<file path="src/rtl/sysid_info_regs.sv">
// System-ID register slave: ID/timestamp/caps/scratch, plus an optional 64-bit uptime counter (SYSID_UPTIME_EN).
// Reads return after READ_LATENCY cycles on readdatavalid; there is no waitrequest, so every request is accepted at once.
module sysid_info_regs #(
   parameter logic [31:0] SYS_ID        = 32'h0000_00A5,
   parameter logic [31:0] TIMESTAMP     = 32'h0000_0000,
   parameter logic [15:0] VERSION       = 16'h0002,
   parameter int          READ_LATENCY  = 1,
   parameter logic [31:0] SCRATCH_RESET = 32'h0000_0000
) (
   input  logic        clock,
   input  logic        reset_n,
   input  logic [2:0]  address,
   input  logic        read,
   input  logic        write,
   input  logic [31:0] writedata,
   input  logic [3:0]  byteenable,
   output logic [31:0] readdata,
   output logic        readdatavalid
);

   generate
      if (READ_LATENCY < 1 || READ_LATENCY > 3) begin : g_bad_latency
         $error("sysid_info_regs: READ_LATENCY must be in 1..3");
      end
   endgenerate

`ifdef SYSID_UPTIME_EN
   localparam logic UPTIME_PRESENT = 1'b1;
`else
   localparam logic UPTIME_PRESENT = 1'b0;
`endif
   localparam logic [7:0]  LAT8 = 8'(READ_LATENCY);
   localparam logic [31:0] CAPS = {VERSION, LAT8, 7'b0, UPTIME_PRESENT};

   // A simultaneous write wins; the read is dropped entirely.
   logic rd_acc;
   assign rd_acc = read & ~write;

   logic [31:0] scratch;

   always_ff @(posedge clock or negedge reset_n) begin
      if (!reset_n) begin
         scratch <= SCRATCH_RESET;
      end else if (write && address == 3'd4) begin
         for (int b = 0; b < 4; b++) begin
            if (byteenable[b]) scratch[8*b +: 8] <= writedata[8*b +: 8];
         end
      end
   end

`ifdef SYSID_UPTIME_EN
   logic [63:0] uptime;
   logic [31:0] uptime_hi_shadow;
   logic        freeze;
   logic        ctrl_wr;
   logic        clr;

   assign ctrl_wr = write && address == 3'd6;
   assign clr     = ctrl_wr && writedata[0];

   always_ff @(posedge clock or negedge reset_n) begin
      if (!reset_n) begin
         uptime           <= '0;
         uptime_hi_shadow <= '0;
         freeze           <= 1'b0;
      end else begin
         if (clr)          uptime <= '0;
         else if (!freeze) uptime <= uptime + 64'd1;
         if (ctrl_wr)      freeze <= writedata[1];
         // Upper half is taken from the same edge that samples LO, keeping the pair coherent.
         if (rd_acc && address == 3'd2) uptime_hi_shadow <= uptime[63:32];
      end
   end
`endif

   logic [31:0] rd_mux;

   always_comb begin
      rd_mux = '0;
      case (address)
         3'd0: rd_mux = SYS_ID;
         3'd1: rd_mux = TIMESTAMP;
`ifdef SYSID_UPTIME_EN
         3'd2: rd_mux = uptime[31:0];
         3'd3: rd_mux = uptime_hi_shadow;
         3'd6: rd_mux = {30'b0, freeze, 1'b0};
`endif
         3'd4: rd_mux = scratch;
         3'd5: rd_mux = CAPS;
         default: rd_mux = '0;
      endcase
   end

   // Data stages are zeroed when empty so readdata is 0 whenever readdatavalid is low.
   logic [31:0]             pipe_dat [READ_LATENCY];
   logic [READ_LATENCY-1:0] pipe_vld;

   always_ff @(posedge clock or negedge reset_n) begin
      if (!reset_n) begin
         pipe_vld <= '0;
         for (int i = 0; i < READ_LATENCY; i++) pipe_dat[i] <= '0;
      end else begin
         pipe_vld[0] <= rd_acc;
         pipe_dat[0] <= rd_acc ? rd_mux : 32'd0;
         for (int i = 1; i < READ_LATENCY; i++) begin
            pipe_vld[i] <= pipe_vld[i-1];
            pipe_dat[i] <= pipe_dat[i-1];
         end
      end
   end

   assign readdata      = pipe_dat[READ_LATENCY-1];
   assign readdatavalid = pipe_vld[READ_LATENCY-1];

endmodule
</file>
<file path="config.mk">
export PLATFORM = sky130hd
export DESIGN_NAME = sysid_info_regs
export DESIGN_NICKNAME = d
export VERILOG_FILES = /design/src/rtl/sysid_info_regs.sv
export SDC_FILE = /design/constraint.sdc
export NUM_CORES = 1
export LEC_CHECK = 0
export ABC_AREA = 1
export BUFFER_PORTS_ARGS = -buffer_cell sky130_fd_sc_hd__buf_2
export CAP_MARGIN = 20
export CELL_PAD_IN_SITES_DETAIL_PLACEMENT = 1
export CELL_PAD_IN_SITES_GLOBAL_PLACEMENT = 2
export CORE_MARGIN = 1
export CORE_UTILIZATION = 32
export DETAILED_ROUTE_END_ITERATION = 12
export PLACE_DENSITY = 0.75
export SKIP_LAST_GASP = 1
export SYNTH_ARGS = -nofsm -noshare
export SYNTH_HDL_FRONTEND = slang
export SYNTH_SLANG_ARGS = --single-unit
</file>
<file path="constraint.sdc">
create_clock -name clock -period 0.8 [get_ports clock]
set_input_delay 0.08 -clock clock [delete_from_list [all_inputs] [get_ports clock]]
set_output_delay 0.08 -clock clock [all_outputs]
set_load 0.05 [all_outputs]
</file>
==> impl_metrics.csv, run 1 <==
group,metric,value,unit
outcome,violations,"negative setup slack",
synthesis,syn_nets,295,
setup_path,crit_fanout,1,
placement,dp.cells,444,
timing,rsz0062_at_grt,"true",
setup_path,cpMaxStageDelayCell,"dfrtp_1",
drt,drc,0,
timing,worst_slack,-166.6,ps
timing,fin_skew,7.267,ps
power_and_ir_drop,power_density,1956,nW/um^2
timing,worst_pin_slew,357.3,ps
timing,fin_crit,966.6,ps
drt,num_vias,2179,
setup_path,critPathLaunchType,"register",
drt,drtPass1Iterations,4,
cells_and_area,finalInstanceArea,4018,sq um
setup_path,cp_top_family,"flip-flops",
clock_network,cts_setup_buffers,0,
drt,drt_wl_total,6.628,mm
clock_network,cts.sinks,65,
power_and_ir_drop,ir_worst_vdd,0.8170,mV
synthesis,syn_inst,252,
synthesis,syn-cell-area,2704,sq um
timing,setup_viol,33,
timing,hold_ws,9.453,ps
global_route,grt_pass1_wl,10.94,mm
clock_network,cts.path.max_buffers,2,
drt,drt-vias-per-instance,4.493,
placement,dp_hpwl,4.592,mm
timing,max_freq,1.035,GHz
cells_and_area,n_antenna_cell,0,
placement,gp_congestion,0.7054,
global_route,antenna_found_initial,0,
timing,hold_viol_final,0,
setup_path,path_class,"register to output port",
placement,post-place-ws,-115.9,ps
timing,tns,-4737,ps
timing,slew_headroom,0.7618,
clock_network,path_clk_slew,70,ps
drt,ant_nets,0,
setup_path,cp_cell_sequence,"buf_6",
synthesis,synth_cell_types,15,
cells_and_area,synthToLayoutAreaGrowth,48.59,%
min_path,worstHoldPathType,"input port to register",
placement,io_buffers,75,
clock_network,root_buffer,"clkbuf_8",
floorplan,die-width,93.92,microns
cells_and_area,nets,419,
timing,timing.final.crit_share,1.208,
power_and_ir_drop,power.leakage,2.058,nW
synthesis,synth_seq_cells,65,
setup_path,endpoint_kind,"output port",
cells_and_area,drive_above_1_share,0.3711,
floorplan,num_rows,33,
floorplan,start_util,0.3291,
job,drv_cap,0,
outcome,status,"complete, but fails checks",
floorplan,ios,76,
floorplan,fp.coreArea,8217,sq um
global_route,overflow,0,
floorplan,dieArea,8821,sq um
cells_and_area,final_cell_mix,"nand2_1 (65), dfrtp_1 (65), buf_2 (42)",
placement,placed_cell_area,3356,sq um
clock_network,cts-buffers-inserted,9,
global_route,grt_max_degree,66,
drt,routedWlPerCell,13.67,microns
synthesis,seq_area_frac_synth,0.6016,
clock_network,htreeDepth,3,
cells_and_area,stdcell_count,485,
floorplan,die_y,93.92,microns
synthesis,yosys_warnings,0,
timing,slew_viol_final,0,
cells_and_area,fillers,937,
setup_path,critical_path_required,720,ps
drt,drt-initial-drc-count,39,
clock_network,clock_latency,340,ps
global_route,grt_pass1_vias,2290,
setup_path,slowest_delay,390,ps
setup_path,cp_data_arrival_time,890,ps
setup_path,cp.buffers_inverters,1,
global_route,grt.total_usage,0.1661,
clock_network,cts_tree,"yes",
synthesis,synth_area_per_cell,10.73,sq um
[state kept, by name, indices dropped and copies added (netlist names)]
register       cells
readdata          32
scratch           32
readdatavalid      1
[timing repair]
item,4_1_cts,5_1_grt
hold endpoints to repair,89,1
resized for setup,66,0
hold buffers,25,1
setup endpoints to repair,33,33
[Yosys cell counts (all sizes together)]
library cell,instances,area [sq um]
nand2,67,275.3
dfrtp,65,1627
nand4,36,225.2
nor2,33,305.3
inv,31,116.4
buf,14,125.1
a21oi,4,20.02
clkinv,1,5.000
nand3,1,5.000
[metrics by stage]
step	power, W	utilization
after floorplan	0.004567	-
after global placement	0.004958	0.4084
after detailed placement	0.005010	0.4084
after CTS	0.007979	0.4877
after global routing	0.008272	0.4890
final	0.007859	0.4890
[per-layer routing]
metal	up-vias	share of wire	global-route usage
li1	1042	-	-
met1	1080	0.44	0.2070
met2	52	0.51	0.2749
met3	5	0.038	0.04126
met4	0	0.0089	0.06538
met5	-	0	0
[where the power goes]
part / internal, W / switching (W) / total (W)
sequential: 0.00364 / 0.000190 / 0.00383
combinational: 0.000503 / 0.000732 / 0.00123
clock: 0.00158 / 0.00121 / 0.00279
total: 0.00573 / 0.00213 / 0.00786
[worst paths after layout]
| check | startpoint | to | slack, ps | depth (start not counted) |
|---|---|---|---|---|
| hold / removal | writedata[22] | scratch[22]$_DFFE_PN0P_ | 9 | 3 |
| min in group asynchronous | reset_n | readdata[24]$_DFF_PN0_ | 300 | 3 |
| hold reg to reg | scratch[15]$_DFFE_PN0P_ | scratch[15]$_DFFE_PN0P_ | 480 | 2 |
| setup / recovery | readdata[7]$_DFF_PN0_ | readdata[7] | -170 | 1 |
| max in group asynchronous | reset_n | scratch[11]$_DFFE_PN0P_ | 210 | 3 |
| setup reg to reg | scratch[2]$_DFFE_PN0P_ | readdata[2]$_DFF_PN0_ | 150 | 2 |
[cell families after synthesis]
kind of cell / synth area share
buffers and inverters: 0.09116
AND/OR/NAND/NOR: 0.2999
flip-flops: 0.6016
AO/OA/AOI/OAI: 0.007404
[final cells by class]
class | count | area (sq um) | area share
clock buffers | 12 | 155.1 | 0.03862
clock inverters | 3 | 40.04 | 0.009966
inverters | 32 | 121.4 | 0.03021
multi-input cells | 141 | 830.8 | 0.2068
flip-flops and latches | 65 | 1627 | 0.4049
well taps | 105 | 131.4 | 0.03270
repair buffers | 127 | 1112 | 0.2769
Power figures use the tool's default switching activity.
==> run 2: changes to the inputs <==
==> config.mk (replaced) <==
export PLATFORM = sky130hd
export DESIGN_NAME = sysid_info_regs
export DESIGN_NICKNAME = d
export VERILOG_FILES = /design/src/rtl/sysid_info_regs.sv
export SDC_FILE = /design/constraint.sdc
export NUM_CORES = 1
export LEC_CHECK = 0
export ABC_AREA = 1
export BUFFER_PORTS_ARGS = -buffer_cell sky130_fd_sc_hd__buf_4
export CAP_MARGIN = 20
export CORE_MARGIN = 2
export CORE_UTILIZATION = 47
export DETAILED_ROUTE_END_ITERATION = 12
export PLACE_DENSITY = 0.69
export SKIP_LAST_GASP = 1
export SYNTH_ARGS = -nofsm -noshare
export SYNTH_HDL_FRONTEND = slang
export SYNTH_SLANG_ARGS = --single-unit
==> impl_metrics.csv, run 2 (synthesis results as in run 1) <==
group,metric,value,unit
setup_path,crit_fanout,1,
timing,fin_skew,4.291,ps
timing,hold_viol_final,0,
floorplan,num_rows,27,
cells_and_area,drive_above_1_share,0.3812,
outcome,violations,"negative setup slack",
setup_path,endpoint_kind,"output port",
timing,slew_headroom,0.7720,
power_and_ir_drop,power_density,1995,nW/um^2
setup_path,cp_data_arrival_time,890,ps
floorplan,ios,76,
placement,io_buffers,75,
cells_and_area,multi_input_area,830.8,sq um
floorplan,die-width,79.85,microns
cells_and_area,fillers,435,
global_route,grt_pass1_vias,2049,
drt,drt-vias-per-instance,4.795,
setup_path,cp_cell_sequence,"buf_6",
setup_path,cp.buffers_inverters,1,
timing,tns,-4409,ps
timing,max_freq,1.028,GHz
placement,placed_cell_area,3462,sq um
outcome,status,"complete, but fails checks",
clock_network,cts-buffers-inserted,9,
timing,slew_viol_final,0,
floorplan,dieArea,6375,sq um
job,drv_cap,0,
global_route,grt_max_degree,66,
placement,gp_congestion,0.7684,
timing,setup_viol,33,
setup_path,cp_top_family,"flip-flops",
drt,ant_nets,0,
clock_network,cts.path.max_buffers,2,
setup_path,critical_path_required,720,ps
clock_network,cts_tree,"yes",
global_route,grt_pass1_wl,9.349,mm
clock_network,clock_latency,330,ps
timing,fin_crit,972.7,ps
setup_path,critPathLaunchType,"register",
cells_and_area,n_antenna_cell,0,
cells_and_area,final_core_util,0.6976,
clock_network,root_buffer,"clkbuf_8",
drt,drt-initial-drc-count,116,
floorplan,start_util,0.4880,
timing,timing.final.crit_share,1.216,
min_path,worstHoldPathType,"input port to register",
drt,drt_wl_total,5.783,mm
cells_and_area,synthToLayoutAreaGrowth,42.94,%
placement,dp_hpwl,3.956,mm
clock_network,cts_setup_buffers,0,
cells_and_area,nets,400,
clock_network,path_clk_slew,70,ps
global_route,overflow,0,
power_and_ir_drop,ir_worst_vdd,1.429,mV
timing,worst_pin_slew,342.1,ps
power_and_ir_drop,power.leakage,1.994,nW
floorplan,die_y,79.85,microns
global_route,grt.total_usage,0.1963,
global_route,antenna_found_initial,0,
cells_and_area,final_cell_mix,"nand2_1 (65), dfrtp_1 (65), buf_4 (62)",
drt,routedWlPerCell,13.32,microns
cells_and_area,finalInstanceArea,3865,sq um
timing,worst_slack,-172.7,ps
setup_path,slowest_delay,400,ps
clock_network,htreeDepth,3,
cells_and_area,seqCellArea,1627,sq um
setup_path,cpMaxStageDelayCell,"dfrtp_1",
clock_network,cts.sinks,65,
setup_path,path_class,"register to output port",
drt,drc,0,
drt,num_vias,2081,
drt,drtPass1Iterations,4,
timing,rsz0062_at_grt,"true",
power_and_ir_drop,fin_total_pwr,0.007709,W
floorplan,fp.coreArea,5540,sq um
==> run 2: changes by cell type in the layout (fill, tap and decap cells not counted), sizes merged <==
cell	change
buf	-2
dlygate4sd3	-17
clkbuf	+1
==> run 2: routing by layer <==
layer | track usage | vias to the layer above | part of all wire
li1 | - | 1008 | -
met1 | 0.2369 | 1000 | 0.41
met2 | 0.3345 | 61 | 0.52
met3 | 0.04525 | 12 | 0.047
met4 | 0.08814 | 0 | 0.019
met5 | 0 | - | 0
==> run 2: cell type report <==
| cell class | instances | area share |
|---|---|---|
| clock buffer | 13 | 0.03852 |
| sequential | 65 | 0.4208 |
| inverter | 32 | 0.03140 |
| timing repair buffer | 108 | 0.2606 |
| clock inverter | 3 | 0.01036 |
| multi-input combinational | 141 | 0.2150 |
| tap | 72 | 0.02331 |
==> run 2: where the power goes <==
part	switching (W)	internal (W)	leakage [nW]
sequential	0.000199	0.00364	0.865
clock	0.00115	0.00152	0.0974
combinational	0.000704	0.000497	1.03
==> run 2: through the flow <==
stage | instances | worst slack [ps] | hold slack (ps)
floorplan | 252 | 9.334 | -215.6
global placement | 409 | -76.49 | 102.5
detailed placement | 409 | -128.5 | 103.7
CTS | 434 | -182.2 | 2.120
global route | 434 | -195.8 | 3.682
finish | 434 | -172.7 | 6.059
==> run 2: what timing repair did <==
action	CTS	global route
gates resized for setup	33	0
endpoints found under the setup margin	33	33
hold buffers	9	0
hold endpoints to repair	73	0
==> run 2: final timing paths <==
kind                                         start                       to  slack, ps  cells past startpoint
setup / recovery            readdata[14]$_DFF_PN0_             readdata[14]       -170                      1
hold / removal                       writedata[15]  scratch[15]$_DFFE_PN0P_          6                      3
setup reg to reg           scratch[23]$_DFFE_PN0P_   readdata[23]$_DFF_PN0_        160                      2
hold reg to reg             scratch[5]$_DFFE_PN0P_   scratch[5]$_DFFE_PN0P_        480                      2
max in group asynchronous                  reset_n  scratch[26]$_DFFE_PN0P_        230                      3
min in group asynchronous                  reset_n   readdata[26]$_DFF_PN0_        290                      3
==> run 3: changes to the inputs <==
==> constraint.sdc (replaced) <==
create_clock -name clock -period 1.15 [get_ports clock]
set_input_delay 0.115 -clock clock [delete_from_list [all_inputs] [get_ports clock]]
set_output_delay 0.115 -clock clock [all_outputs]
set_load 0.05 [all_outputs]
==> impl_metrics.csv, run 3 (synthesis results as in run 1) <==
group,metric,value,unit
outcome,status,"finished, final reports clean",
setup_path,crit_fanout,1,
drt,drt-initial-drc-count,87,
clock_network,clock_latency,330,ps
timing,rsz0062_at_grt,"false",
power_and_ir_drop,switchingPower,0.001396,W
cells_and_area,synthToLayoutAreaGrowth,28.69,%
setup_path,endpoint_kind,"output port",
drt,num_vias,1962,
power_and_ir_drop,clockPowerShare,0.338,
cells_and_area,multi_input_area,830.8,sq um
placement,dp_hpwl,3.433,mm
power_and_ir_drop,p_int,0.003754,W
setup_path,cp.buffers_inverters,1,
clock_network,path_clk_slew,70,ps
global_route,antenna_found_initial,0,
cells_and_area,seqCellArea,1627,sq um
timing,worst_pin_slew,395.2,ps
setup_path,cp_cell_sequence,"buf_4",
drt,drt-vias-per-instance,4.821,
global_route,grt_pass1_vias,1841,
clock_network,cts-buffers-inserted,9,
power_and_ir_drop,power.leakage,1.839,nW
power_and_ir_drop,p_comb_frac,0.146,
global_route,grt_pass1_wl,8.335,mm
min_path,holdPathStages,3,
setup_path,critical_path_required,1030,ps
floorplan,dieArea,6375,sq um
setup_path,crit_cells,1,
floorplan,start_util,0.4880,
timing,hold_viol_final,0,
global_route,overflow,0,
cells_and_area,final_cell_mix,"buf_4 (80), nand2_1 (65), dfrtp_1 (65)",
global_route,grt_max_degree,66,
global_route,grt.total_usage,0.1763,
setup_path,critPathLaunchType,"register",
drt,routedWlPerCell,12.55,microns
clock_network,cts.path.max_buffers,2,
timing,fin_skew,2.317,ps
clock_network,htreeDepth,3,
power_and_ir_drop,ir_worst_vdd,0.7413,mV
timing,slew_viol_final,0,
power_and_ir_drop,power_density,1480,nW/um^2
floorplan,ios,76,
min_path,worstHoldPathType,"input port to register",
drt,drt_wl_total,5.108,mm
cells_and_area,stdcell_count,407,
timing,fin_crit,1024,ps
floorplan,die_y,79.85,microns
job,drv_cap,0,
cells_and_area,final_core_util,0.6280,
timing,max_freq,0.9763,GHz
setup_path,cp_top_family,"flip-flops",
setup_path,slowest_delay,380,ps
cells_and_area,drive_above_1_share,0.3642,
placement,post-place-ws,32.70,ps
cells_and_area,nets,374,
cells_and_area,layout_commonest_cell,"buf_4",
cells_and_area,n_antenna_cell,0,
cells_and_area,fillers,492,
timing,setup_viol,0,
placement,dp.cells,391,
power_and_ir_drop,fin_total_pwr,0.005150,W
placement,io_buffers,75,
drt,drtPass1Iterations,4,
clock_network,cts_tree,"yes",
power_and_ir_drop,p_sw_frac,0.2711,
timing,slew_headroom,0.7358,
floorplan,num_rows,27,
setup_path,rr_worst_depth,2,
power_and_ir_drop,seq_power_share,0.516,
clock_network,root_buffer,"clkbuf_8",
floorplan,die-width,79.85,microns
setup_path,path_class,"register to output port",
placement,gp_congestion,0.7817,
clock_network,cts.sinks,65,
setup_path,cpMaxStageDelayCell,"dfrtp_1",
drt,ant_nets,0,
floorplan,fp.coreArea,5540,sq um
drt,drc,0,
timing,worst_slack,125.8,ps
timing,tns,0,ps
timing,timing.final.crit_share,0.8906,
setup_path,cp_data_arrival_time,910,ps
run 3: path summary, 6_finish.rpt:
kind | from | to | slack [ps]
worst max-delay path | readdatavalid$_DFF_PN0_ | readdatavalid | 130
worst min-delay path | writedata[3] | scratch[3]$_DFFE_PN0P_ | 20
worst max register to register | scratch[22]$_DFFE_PN0P_ | readdata[22]$_DFF_PN0_ | 500
worst min register to register | scratch[11]$_DFFE_PN0P_ | scratch[11]$_DFFE_PN0P_ | 480
max in group asynchronous | reset_n | scratch[21]$_DFFE_PN0P_ | 560
min in group asynchronous | reset_n | readdata[25]$_DFF_PN0_ | 330
run 3: final cells by class:
class                           instances  area share
Inverter                               32     0.03488
Timing Repair Buffer                   82      0.1812
Sequential cell                        65      0.4675
Clock buffer                           12     0.04746
Tap cell                               72     0.02589
Multi-Input combinational cell        141      0.2388
Clock inverter                          3    0.004315
run 3: routing by layer:
layer  up-vias  part of all wire  global-route usage  routed length (microns)
li1        956                 -                   -                        -
met5         -                 0                   0                        0
met3        11             0.059             0.04412                      301
met1       934              0.44              0.2247                     2269
met4         0             0.022             0.09661                      114
met2        61              0.47              0.2756                     2423
run 3: power by group through the flow:
stage | clock network [W] | registers [W] | logic, W
2_1_floorplan | 0 | 0.00272 | 0.000452
3_3_place_gp | 0 | 0.00269 | 0.000747
3_5_place_dp | 0 | 0.00269 | 0.000759
4_1_cts | 0.00179 | 0.00265 | 0.000766
5_1_grt | 0.00193 | 0.00268 | 0.000846
6_report | 0.00174 | 0.00265 | 0.000752
run 3: metrics by stage:
step	cell area (sq um)	hold WS (ps)
after floorplan	2704	-180.6
after global placement	3289	140.6
after detailed placement	3289	141.7
after CTS	3480	16.91
after global routing	3480	25.26
final	3480	24.32
run 3: timing repair:
| action | CTS | global route |
|---|---|---|
| hold buffers | 1 | 0 |
| gates resized for setup | 0 | 0 |
| setup buffers | 0 | 0 |
| endpoints found under the hold margin | 65 | 0 |
